$ cat config.mk
export PLATFORM = sky130hd
export DESIGN_NAME = alu_cmd_sequencer
export DESIGN_NICKNAME = d
export VERILOG_FILES = /design/src/rtl/alu_cmd_sequencer.sv
export SDC_FILE = /design/constraint.sdc
export NUM_CORES = 1
export LEC_CHECK = 0
export ABC_AREA = 1
export BUFFER_PORTS_ARGS = -buffer_cell sky130_fd_sc_hd__buf_2
export CAP_MARGIN = 20
export CORE_UTILIZATION = 57
export CTS_CLUSTER_SIZE = 12
export DETAILED_ROUTE_END_ITERATION = 8
export MAX_ROUTING_LAYER = met4
export PLACE_DENSITY = 0.76
export SLEW_MARGIN = 40
export SYNTH_ARGS = -nofsm -noshare
export SYNTH_HDL_FRONTEND = slang
export SYNTH_SLANG_ARGS = --single-unit
export TNS_END_PERCENT = 5
$ cat constraint.sdc
create_clock -name clk -period 8.2 [get_ports clk]
set_clock_uncertainty 0.05 [all_clocks]
set_input_delay 1.64 -clock clk [delete_from_list [all_inputs] [get_ports clk]]
set_output_delay 1.64 -clock clk [all_outputs]
set_load 0.02 [all_outputs]
$ cat src/rtl/alu_cmd_sequencer.sv
// Single-outstanding command sequencer for the 16-bit ALU datapath.
// Reads operands from an 8x16 register file, drives the ALU and writes back.
module alu_cmd_sequencer #(
   parameter int FAST_CYCLES   = 1,
   parameter int MULDIV_CYCLES = 4
) (
   input  logic        clk,
   input  logic        rst,
   input  logic        cmd_valid,
   output logic        cmd_ready,
   input  logic [2:0]  cmd_op,
   input  logic [2:0]  cmd_dst,
   input  logic [2:0]  cmd_srca,
   input  logic [2:0]  cmd_srcb,
   input  logic [15:0] cmd_imm,
   output logic [15:0] alu_a,
   output logic [15:0] alu_b,
   output logic        alu_sub,
   output logic [2:0]  alu_op_select,
   input  logic [15:0] alu_result,
   input  logic        alu_cout,
   input  logic        alu_overflow,
   output logic        rsp_valid,
   input  logic        rsp_ready,
   output logic [15:0] rsp_data,
   output logic [4:0]  rsp_flags
);

   localparam int CW = 8;

   typedef enum logic [1:0] {
      IDLE,
      EXEC,
      RESP
   } state_t;

   state_t state, state_nx;

   logic [15:0]   rf [8];
   logic [2:0]    op_q;
   logic [2:0]    dst_q;
   logic [CW-1:0] cnt;
   logic          accept;
   logic          rsp_hs;
   logic          done;
   logic          arith;
   logic          div_zero;

   assign cmd_ready = (state == IDLE);
   assign rsp_valid = (state == RESP);
   assign accept    = cmd_valid & cmd_ready;
   assign rsp_hs    = rsp_valid & rsp_ready;
   // The counter holds the remaining settle edges; it hits 0 on this edge.
   assign done      = (state == EXEC) && (cnt == CW'(1));
   assign arith     = (op_q[2:1] == 2'b00) && !op_q[1];
   assign div_zero  = (op_q == 3'd5) && (alu_b == 16'h0000);

   // State register.
   always_ff @(posedge clk or posedge rst) begin
      if (rst) state <= IDLE;
      else     state <= state_nx;
   end

   // Next-state logic; ldi and illegal bypass the ALU.
   always_comb begin
      state_nx = state;
      case (state)
         IDLE: if (accept)
                  state_nx = (cmd_op[2:1] == 2'b11) ? RESP : EXEC;
         EXEC: if (done)   state_nx = RESP;
         RESP: if (rsp_hs) state_nx = IDLE;
         default:          state_nx = IDLE;
      endcase
   end

   // Operand launch, settle count, result capture and writeback.
   always_ff @(posedge clk or posedge rst) begin
      if (rst) begin
         for (int i = 0; i < 8; i++) rf[i] <= '0;
         op_q          <= '0;
         dst_q         <= '0;
         cnt           <= '0;
         alu_a         <= '0;
         alu_b         <= '0;
         alu_sub       <= 1'b0;
         alu_op_select <= '0;
         rsp_data      <= '0;
         rsp_flags     <= '0;
      end else begin
         if (accept) begin
            op_q          <= cmd_op;
            dst_q         <= cmd_dst;
            alu_a         <= rf[cmd_srca];
            alu_b         <= rf[cmd_srcb];
            alu_op_select <= cmd_op;
            alu_sub       <= (cmd_op == 3'd1);
            cnt           <= cmd_op[2] ? CW'(MULDIV_CYCLES)
                                       : CW'(FAST_CYCLES);
            if (cmd_op == 3'd6) begin
               rf[cmd_dst] <= cmd_imm;
               rsp_data    <= cmd_imm;
               rsp_flags   <= {3'b000, cmd_imm[15],
                               cmd_imm == 16'h0000};
            end else if (cmd_op == 3'd7) begin
               rsp_data  <= '0;
               rsp_flags <= 5'b10000;
            end
         end
         if (state == EXEC) begin
            cnt <= cnt - CW'(1);
            if (done) begin
               if (div_zero) begin
                  rsp_data  <= 16'hFFFF;
                  rsp_flags <= 5'b10000;
               end else begin
                  rf[dst_q] <= alu_result;
                  rsp_data  <= alu_result;
                  rsp_flags <= {1'b0,
                                arith & alu_overflow,
                                arith & alu_cout,
                                alu_result[15],
                                alu_result == 16'h0000};
               end
            end
         end
      end
   end

endmodule

* Word-level counts from Yosys, hierarchy flattened
Index checks and enable logic that the tools add are counted.
** Word-level totals
- Register bits after elaboration :: 198
- Bits of input ports :: 50
- Output and inout port bits :: 59
- Word-level logic and storage cells :: 93
** Operators by class
- Add/sub/neg operators :: 1
- Order comparisons :: 6
- Equality and inequality tests :: 11
- Mux-type cells :: 37
- Bitwise logic cells :: 8
- Reductions and logical operators :: 13
** Operators with widths (number)
- 128-bit two-way mux :: 5
- 128-bit bitwise mux :: 2
- 16-bit two-way mux :: 12
- 16-bit binary-select mux with 3-bit select :: 2
- 16-bit demux with 3-bit select :: 2
- 16-bit logical NOT :: 3
- 5-bit two-way mux :: 6
- 4-bit greater-or-equal comparator (second input constant) :: 4
- 8-bit two-way mux :: 2
- 3-bit inverter with 4-bit output :: 4
- 3-bit equality test (second input constant) :: 3
- 8-bit by 1-bit equality test with 1-bit output (second input constant) :: 1
- 4-bit by 1-bit < comparator with 1-bit output (second input constant) :: 2
- 2-bit two-way mux :: 4
- 8-bit by 1-bit subtractor with 8-bit output (second input constant) :: 1
- 2-bit one-hot mux with 3 select lines :: 1
- 1-bit logical AND :: 5
- 1-bit bitwise AND :: 4
- 2-bit equality test (second input constant) :: 2
- 2-bit logical NOT :: 2
- 2-bit by 1-bit != test with 1-bit output (second input constant) :: 2
- 3-bit by 1-bit equality test with 1-bit output (second input constant) :: 1
- 3-bit two-way mux :: 1
- 3-bit AND reduction :: 1
- 4 further kinds :: 4

* Depth between registers and ports, before layout
Gate-level depths: netlist of the first run.
- Word-level depth :: 12
- Gate-level depth with buffers :: 11
- Depth with buffers taken out :: 10

* Worst setup path before layout of the first run
No wires, ideal clock.
- Kind :: input to register
- From :: input cmd_valid
- To :: register rf[78] (netlist name)
- Setup time :: 0.113 ns
- Arrival :: 2.631 ns
- Data required time :: 8.037 ns
- Setup slack :: 5.405 ns
- Stages on the path :: 8
- Buffers on the path :: 1
- Cells stage by stage :: nand2_2 -> nor2_2 -> nand2_1 -> clkbuf_1 -> o21ai_0 -> nand2_1 -> nand2_1 -> inv_1
** Between the ends
- Cells in the longest elaborated chain, start to end :: 6
** RTL lines
- from (decl) :: line 9 : input logic cmd_valid,
- 1-bit bitwise AND (*) :: line 51 : assign accept = cmd_valid & cmd_ready;
- 128-bit two-way mux (*) :: line 90 : if (accept) begin
- 128-bit bitwise mux :: line 116 : rf[dst_q] <= alu_result;
- 128-bit two-way mux :: line 112 : if (div_zero) begin
- 128-bit two-way mux :: line 111 : if (done) begin
- 128-bit two-way mux (*) :: line 109 : if (state == EXEC) begin
- to (signal, indexed assignment) :: line 100 : rf[cmd_dst] <= cmd_imm;
- to (signal, indexed assignment) :: line 116
- to (decl) :: line 39 : logic [15:0] rf [8];
Every way passes the cells marked *; elsewhere a longest branch is shown, timed or not.
A chain may end at the register's enable or synchronous reset.

* Worst setup path after layout of the first run
- From :: input cmd_valid
- To :: register rf[63] (netlist name)
Same word-level chain as after synthesis.

==> summary.txt, run 1 <==
STA
-----------------------------------------------------------------------------------------------------
Worst-margin pin slew                                                                        0.880 ns
Unrepaired setup endpoints after global routing                                                 false
Minimum setup slack in the final design                                                       4.33 ns
Final worst hold slack                                                                       0.426 ns
Final cycle utilization of the critical path                                                    47.1%
Highest clock frequency the design can meet                                                   259 MHz
Number of failing setup endpoints in the final timing report                                        0
Number of endpoints with negative hold slack in the final report                                    0
Number of max-slew violations in the final report                                                   0
Slew Limit Headroom                                                                             41.2%
Aggregate negative setup slack                                                                   0 ns
Minimum period implied by the final worst setup slack                                         3.87 ns

CLOCK TREE
-----------------------------------------------------------------------------------------------------
Clock Sink Count                                                                                  198
Maximum buffer depth of the clock tree                                                              2
# hold bufs at CTS                                                                                  0
Post-cts sizing count                                                                               0
Worst-Skew Late Latency                                                                       0.45 ns
Clock-pin transition on the worst setup and hold timing paths                                 0.07 ns
Buffers inserted during post-CTS setup optimization                                                 0
Clk root buf                                                                                clkbuf_16
# H-tree levels                                                                                     4
TritonCTS clock tree                                                                            built
Number of buffers added by the clock tree synthesis step                                           17

SETUP PATH
-----------------------------------------------------------------------------------------------------
Slowest cell on crit path                                                                     nand2_1
CP startpoint kind                                                                          input pin
Critical register-to-register path endpoint                                                    rf[63]
Data required time at the worst endpoint                                                      8.50 ns
Critical Path AT                                                                              4.16 ns
Max incr delay on CP                                                                          0.55 ns
Depth of the worst register-to-register path                                                       10
Flop-to-flop setup slack                                                                      4.98 ns
Reg-to-reg critical path startpoint                                                          state[1]
Maximum net fanout on the critical path                                                            45
Cell seen most often among critical-path stages                                               nand2_1
Launching element of the worst setup path                                                   cmd_valid
Cell-by-cell trace of the critical path                                                  buf_2 > nand2_4 > nor2_4 > buf_16 > buf_4 > nand2_1 > o21ai_0 > nand2_1 > nand2_1 > inv_1
Type of element capturing the critical path                                                      flop
CP Class                                                                                 input pin to flop

YOSYS
-----------------------------------------------------------------------------------------------------
Commonest cells in the synthesized netlist                                               nand2_1, inv_1, nand3_1
Post-synth EDFFs                                                                                    0
Top FF cell, synth                                                                            dfrtp_1
Synth Net Count                                                                                  2212
Post-Syn Instances                                                                               2160
Fraction of synthesized area in multiplexers                                                       0%
Largest cells by area after synthesis                                                    dfrtp_1, nand2_1, inv_1, nand3_1, nand4_1
Synth Area in Compound Gates                                                                    11.0%
Async set or reset register ratio after synthesis                                                100%
Post-Syn Area                                                                               13700 um2
Distinct cell type count after synthesis                                                           30
Post-synthesis share of cell area spent on full adders, half adders and majority gates         0.183%
Seq/Total Area, Yosys                                                                           36.2%
Post-synthesis register bit count                                                                 198
Area fraction in and, or, nand and nor cells after synthesis                                    37.1%
Most frequent cell after synthesis                                                            nand2_1
Post-synthesis xor/xnor area fraction                                                              0%
Synthesized area per cell                                                                    6.34 um2
Largest family of logic cells by synthesized area                                        simple AND/OR/NAND/NOR gates
Warnings, synthesis                                                                                 0
Top cell type's share of synthesized area                                                       36.2%
Cell taking the most area after synthesis                                                     dfrtp_1

FLOORPLANNING
-----------------------------------------------------------------------------------------------------
Initial Util                                                                                    58.2%
Overall die area                                                                            24600 um2
Core area                                                                                   23500 um2
# IOs                                                                                             109
Die extent in y                                                                                157 um
Die Width                                                                                      157 um
Number of standard-cell rows in the floorplan                                                      56

DRT
-----------------------------------------------------------------------------------------------------
Total Routed Length                                                                          48300 um
Via/cell ratio                                                                                   5.96
Post-route DRC violation count                                                                      0
Via total after detailed routing                                                                14788
Per-cell routed wire length                                                                   19.5 um
Count of TritonRoute iterations in the first routing pass                                           7
Count of antenna-violating nets left after detailed routing                                         0
Initial detailed-routing violation count                                                         2351

CELLS AND AREA
-----------------------------------------------------------------------------------------------------
Number of diodes added for antenna fixing                                                           0
Synth-to-Final Area Change                                                                      8.08%
Post-route cell area                                                                        14800 um2
Layout cells sized above 1                                                                      8.93%
Final net count                                                                                  2201

GLOBAL ROUTE
-----------------------------------------------------------------------------------------------------
Maximum number of pins on one net before global-route repair                                      139
Initial antenna violation count                                                                     0
Global-route total usage across every layer                                                     41.4%
Via count of the first global-routing pass                                                      13237
Congestion Overflow GR                                                                              0
Global-route wire length before repair                                                       74800 um

HOLD PATH
-----------------------------------------------------------------------------------------------------
Destination of the worst hold path                                                           alu_a[9]
Class of the most critical hold timing path                                              flop to flop
Worst hold stages                                                                                   2
Hold path startpoint                                                                         alu_a[9]

PLACED DESIGN
-----------------------------------------------------------------------------------------------------
Hpwl dp                                                                                      30500 um
Placer congestion estimate                                                                      0.961
Port-buffer cells                                                                                 108
Post-placement setup slack                                                                    3.41 ns
Total cell area at the placement stage                                                      14200 um2

POWER
-----------------------------------------------------------------------------------------------------
Cell leakage power                                                                            8.31 nW
VDD IR max                                                                                  0.0995 mV
Pwr per Cell Area                                                                          136 nW/um2

JOB
-----------------------------------------------------------------------------------------------------
Maxcap violations                                                                                   0

OUTCOME
-----------------------------------------------------------------------------------------------------
Run status                                                                                  completed

[per-layer routing]
layer  wire length, um  part of all wire [%]  track usage [%]
met1             19100                    39             55.8
met3              6890                    14             10.3
met5                 0                     0                -
met2             20400                    42             58.7
met4              1950                   4.0             18.0
[registers in the layout (all words and copies together), names as in the netlist, 2 cells and up]
| name | cells |
|---|---|
| alu_a | 16 |
| alu_b | 16 |
| cnt | 8 |
| dst_q | 3 |
| op_q | 3 |
| rf | 128 |
| rsp_data | 16 |
| rsp_flags | 5 |
| state | 2 |
[power by group]
group	leakage [nW]	switching, W	total, W	internal [W]
Combinational	6.00	0.000132	0.000163	0.0000317
Sequential	2.03	0	0.000975	0.000975
Clock	0.279	0.000431	0.000868	0.000437
Total	8.31	0.000562	0.00201	0.00144
[worst max-delay path, delay by kind of cell]
family,cells,cell delay (ns)
compound gates,1,0.36
buf+inv,4,0.68
simple gates,5,1.46
[worst max path at each step]
stage	end	slack, ns
2_1_floorplan	alu_a[0]	1.11
3_3_place_gp	rf[30]	3.47
3_5_place_dp	rf[63]	3.41
4_1_cts	rf[63]	3.86
5_1_grt	rf[63]	4.16
6_report	rf[63]	4.33
[placed cells by master (no fill, tap or decap), drive strengths merged, types with 2 or more instances in the layout]
master,synthesis,final
a21oi,81,81
ha,2,2
buf,67,129
clkbuf,94,20
nand2,723,723
nand4,135,135
nor3,12,12
inv,363,370
dfrtp,198,198
o211ai,66,66
nor2,50,50
clkinvlp,0,3
nand3,231,231
o21ai,116,116
clkinv,16,19
and2,2,2
[layout make-up]
cell class,instances,area (um2)
fill,2268,8740
tap,319,399
sequential,198,4950
clock buffer,18,439
timing repair buffer,131,767
clock inverter,14,140
inverter,379,1440
multi-input combinational,1422,6670
[cell families (layout without fill, tap and decap cells)]
logic type,after synthesis,after routing
compound gates,266,266
simple gates,1154,1154
buf+inv,540,542
fa+ha+maj,2,2
flops,198,198
[stage by stage]
stage | util, % | instances | total power, W
6_report | 62.9 | 2481 | 0.00201
5_1_grt | 62.9 | 2481 | 0.00205
4_1_cts | 62.7 | 2480 | 0.00200
3_5_place_dp | 60.2 | 2448 | 0.00115
3_3_place_gp | 60.1 | 2447 | 0.00115
2_1_floorplan | - | 2160 | 0.00109
(Power assumes the default switching activity.)
==> inputs of run 2 (changes only) <==
==> constraint.sdc (replaced) <==
create_clock -name clk -period 4 [get_ports clk]
set_clock_uncertainty 0.05 [all_clocks]
set_input_delay 0.8 -clock clk [delete_from_list [all_inputs] [get_ports clk]]
set_output_delay 0.8 -clock clk [all_outputs]
set_load 0.02 [all_outputs]
==> run 2 against run 1 <==
Effect of this change: sequential power up 110%; largest power group unchanged; worst setup slack worse by 3.2 ns; clock power up 96%; critical path depth down 2; cell count up 1.2%; critical path type is now flop to flop; via count up 2.2%.
==> summary.txt, run 2 (synthesis gave the netlist of run 1 again) <==
FLOORPLANNING
-------------------------------------------------------------------------------
Initial Util                                                              58.2%   unchanged
# IOs                                                                       109   unchanged
Core area                                                             23500 um2   unchanged
Die extent in y                                                          157 um   unchanged
Die Width                                                                157 um   unchanged
Number of standard-cell rows in the floorplan                                56   unchanged
Overall die area                                                      24600 um2   unchanged

STA
-------------------------------------------------------------------------------
Final cycle utilization of the critical path                              70.6%
Final worst hold slack                                                 0.274 ns   -0.152 ns
Number of endpoints with negative hold slack in the final report              0   unchanged
Minimum period implied by the final worst setup slack                   2.82 ns
Minimum setup slack in the final design                                 1.18 ns   -3.16 ns
Slew Limit Headroom                                                       39.3%   -1.9 points
Highest clock frequency the design can meet                             354 MHz
Worst-margin pin slew                                                  0.910 ns   +0.0293 ns
Aggregate negative setup slack                                             0 ns   unchanged
Number of failing setup endpoints in the final timing report                  0   unchanged
Number of max-slew violations in the final report                             0   unchanged
Unrepaired setup endpoints after global routing                           false

PLACED DESIGN
-------------------------------------------------------------------------------
Placer congestion estimate                                                0.950   -1.1%
Port-buffer cells                                                           108   unchanged
Post-placement setup slack                                             0.999 ns   -2.41 ns
Hpwl dp                                                                32600 um   +6.6%

GLOBAL ROUTE
-------------------------------------------------------------------------------
Initial antenna violation count                                               1   +1
Global-route total usage across every layer                               43.5%   +2.1 points
Global route hottest layer                                                 met2
Global-route wire length before repair                                 78500 um   +5.0%
Met1 usage in global routing                                              56.4%   +0.56 points
Met2 demand-to-capacity share in global routing                           62.7%   +3.9 points
Via count of the first global-routing pass                                13832   +4.5%
Met3 routing resource usage after global routing                          9.69%   -0.61 points
Maximum number of pins on one net before global-route repair                 82   -41%
Congestion Overflow GR                                                        0   unchanged

DRT
-------------------------------------------------------------------------------
Via/cell ratio                                                             6.02   +1.1%
Total Routed Length                                                    50500 um   +4.4%
Initial detailed-routing violation count                                   2251   -4.3%
Count of TritonRoute iterations in the first routing pass                     7   unchanged
Count of antenna-violating nets left after detailed routing                   0   unchanged
Per-cell routed wire length                                             20.1 um   +3.2%
Via total after detailed routing                                          15118   +2.2%
Post-route DRC violation count                                                0   unchanged

CELLS AND AREA
-------------------------------------------------------------------------------
Core Util, Final                                                          63.8%   +0.94 points
Fill count                                                                 2271   +0.13%
Flip-flop count of the largest register after layout                        128   unchanged
Reg with most FFs                                                            rf
Final net count                                                            2229   +1.3%
Most common library cell in the layout ignoring fill and taps           nand2_1
Top library cells by usage in the layout, fill and taps aside      nand2_1, inv_1, nand3_1
Synth-to-Final Area Change                                                9.69%
Layout cells sized above 1                                                10.0%   +1.1 points

CLOCK TREE
-------------------------------------------------------------------------------
Number of buffers added by the clock tree synthesis step                     17   unchanged
# hold bufs at CTS                                                            0   unchanged
Clock Sink Count                                                            198   unchanged
Maximum buffer depth of the clock tree                                        2   unchanged
Post-cts sizing count                                                         0   unchanged
Buffers inserted during post-CTS setup optimization                           0   unchanged
Worst-Skew Late Latency                                                 0.45 ns   about the same
TritonCTS clock tree                                                      built
Clk root buf                                                          clkbuf_16
# H-tree levels                                                               4   unchanged
Clock-pin transition on the worst setup and hold timing paths           0.08 ns   about the same

SETUP PATH
-------------------------------------------------------------------------------
CP startpoint kind                                                         flop
Maximum net fanout on the critical path                                      50   +11%
Flop-to-flop setup slack                                                1.18 ns   -3.80 ns
Type of element capturing the critical path                                flop
CP Class                                                           flop to flop
Critical Path AT                                                        3.16 ns   -1.00 ns
Data required time at the worst endpoint                                4.33 ns   -4.17 ns

JOB
-------------------------------------------------------------------------------
Maxcap violations                                                             0   unchanged

POWER
-------------------------------------------------------------------------------
Cell leakage power                                                      8.43 nW   +1.4%
VDD IR max                                                             0.257 mV   +160%
Power consumption                                                     0.00405 W   +100%
Pwr per Cell Area                                                    269 nW/um2   +99%

HOLD PATH
-------------------------------------------------------------------------------
Class of the most critical hold timing path                        input pin to async pin

OUTCOME
-------------------------------------------------------------------------------
Run status                                                            completed

run 2: changes by cell type in the layout (fill, tap and decap cells not counted), moves of 2 or more:
cell	previous run	this run
clkbuf_8	3	1
buf_4	20	45
clkinvlp_4	3	5
inv_6	4	2
clkinv_4	1	3
buf_12	1	8
run 2: stage by stage:
| step | cell area, um2 | instances |
|---|---|---|
| 2_1_floorplan | 13700 | 2160 |
| 3_3_place_gp | 14400 | 2476 |
| 3_5_place_dp | 14500 | 2477 |
| 4_1_cts | 15000 | 2509 |
| 5_1_grt | 15000 | 2510 |
| 6_report | 15000 | 2510 |
run 2: layout make-up:
| type | instances | area, um2 | area share [%] |
|---|---|---|---|
| antenna | 1 | 2.50 | 0.0167 |
| clock buffer | 18 | 439 | 2.92 |
| clock inverter | 14 | 118 | 0.783 |
| inverter | 379 | 1430 | 9.50 |
| multi-input combinational | 1422 | 6650 | 44.3 |
| sequential | 198 | 4950 | 33.0 |
| tap | 319 | 399 | 2.66 |
| timing repair buffer | 159 | 1030 | 6.85 |
run 2: report_power, final:
part           total [W]  internal [W]  switching [W]  leakage [nW]
combinational   0.000344     0.0000760       0.000268          6.13
sequential       0.00200       0.00200              0          2.03
clock            0.00170      0.000831       0.000873         0.265
run 2: metal layers:
metal | share of wire [%] | vias up
li1 | - | 6894
met1 | 38 | 6904
met2 | 43 | 1128
met3 | 14 | 192
met4 | 5.7 | 0
met5 | 0 | -
run 2: worst paths after layout:
path / startpoint / endpoint / depth (start not counted)
setup / recovery: state[1] / rf[66] / 8
hold / removal: rst / alu_b[1] / 2
setup reg to reg: state[1] / rf[66] / 8
hold reg to reg: alu_a[5] / alu_a[5] / 2
max in group asynchronous: rst / rf[76] / 3
min in group clk: alu_a[5] / alu_a[5] / 2
run 2: worst max-delay path, cell delays in order (launching register included):
cell	delay [ns]
dfrtp_1	0.43
inv_2	0.07
nand2_1	0.23
nor3_4	0.64
buf_12	0.33
nand3_2	0.58
nand2_1	0.25
nand2_1	0.09
inv_1	0.06
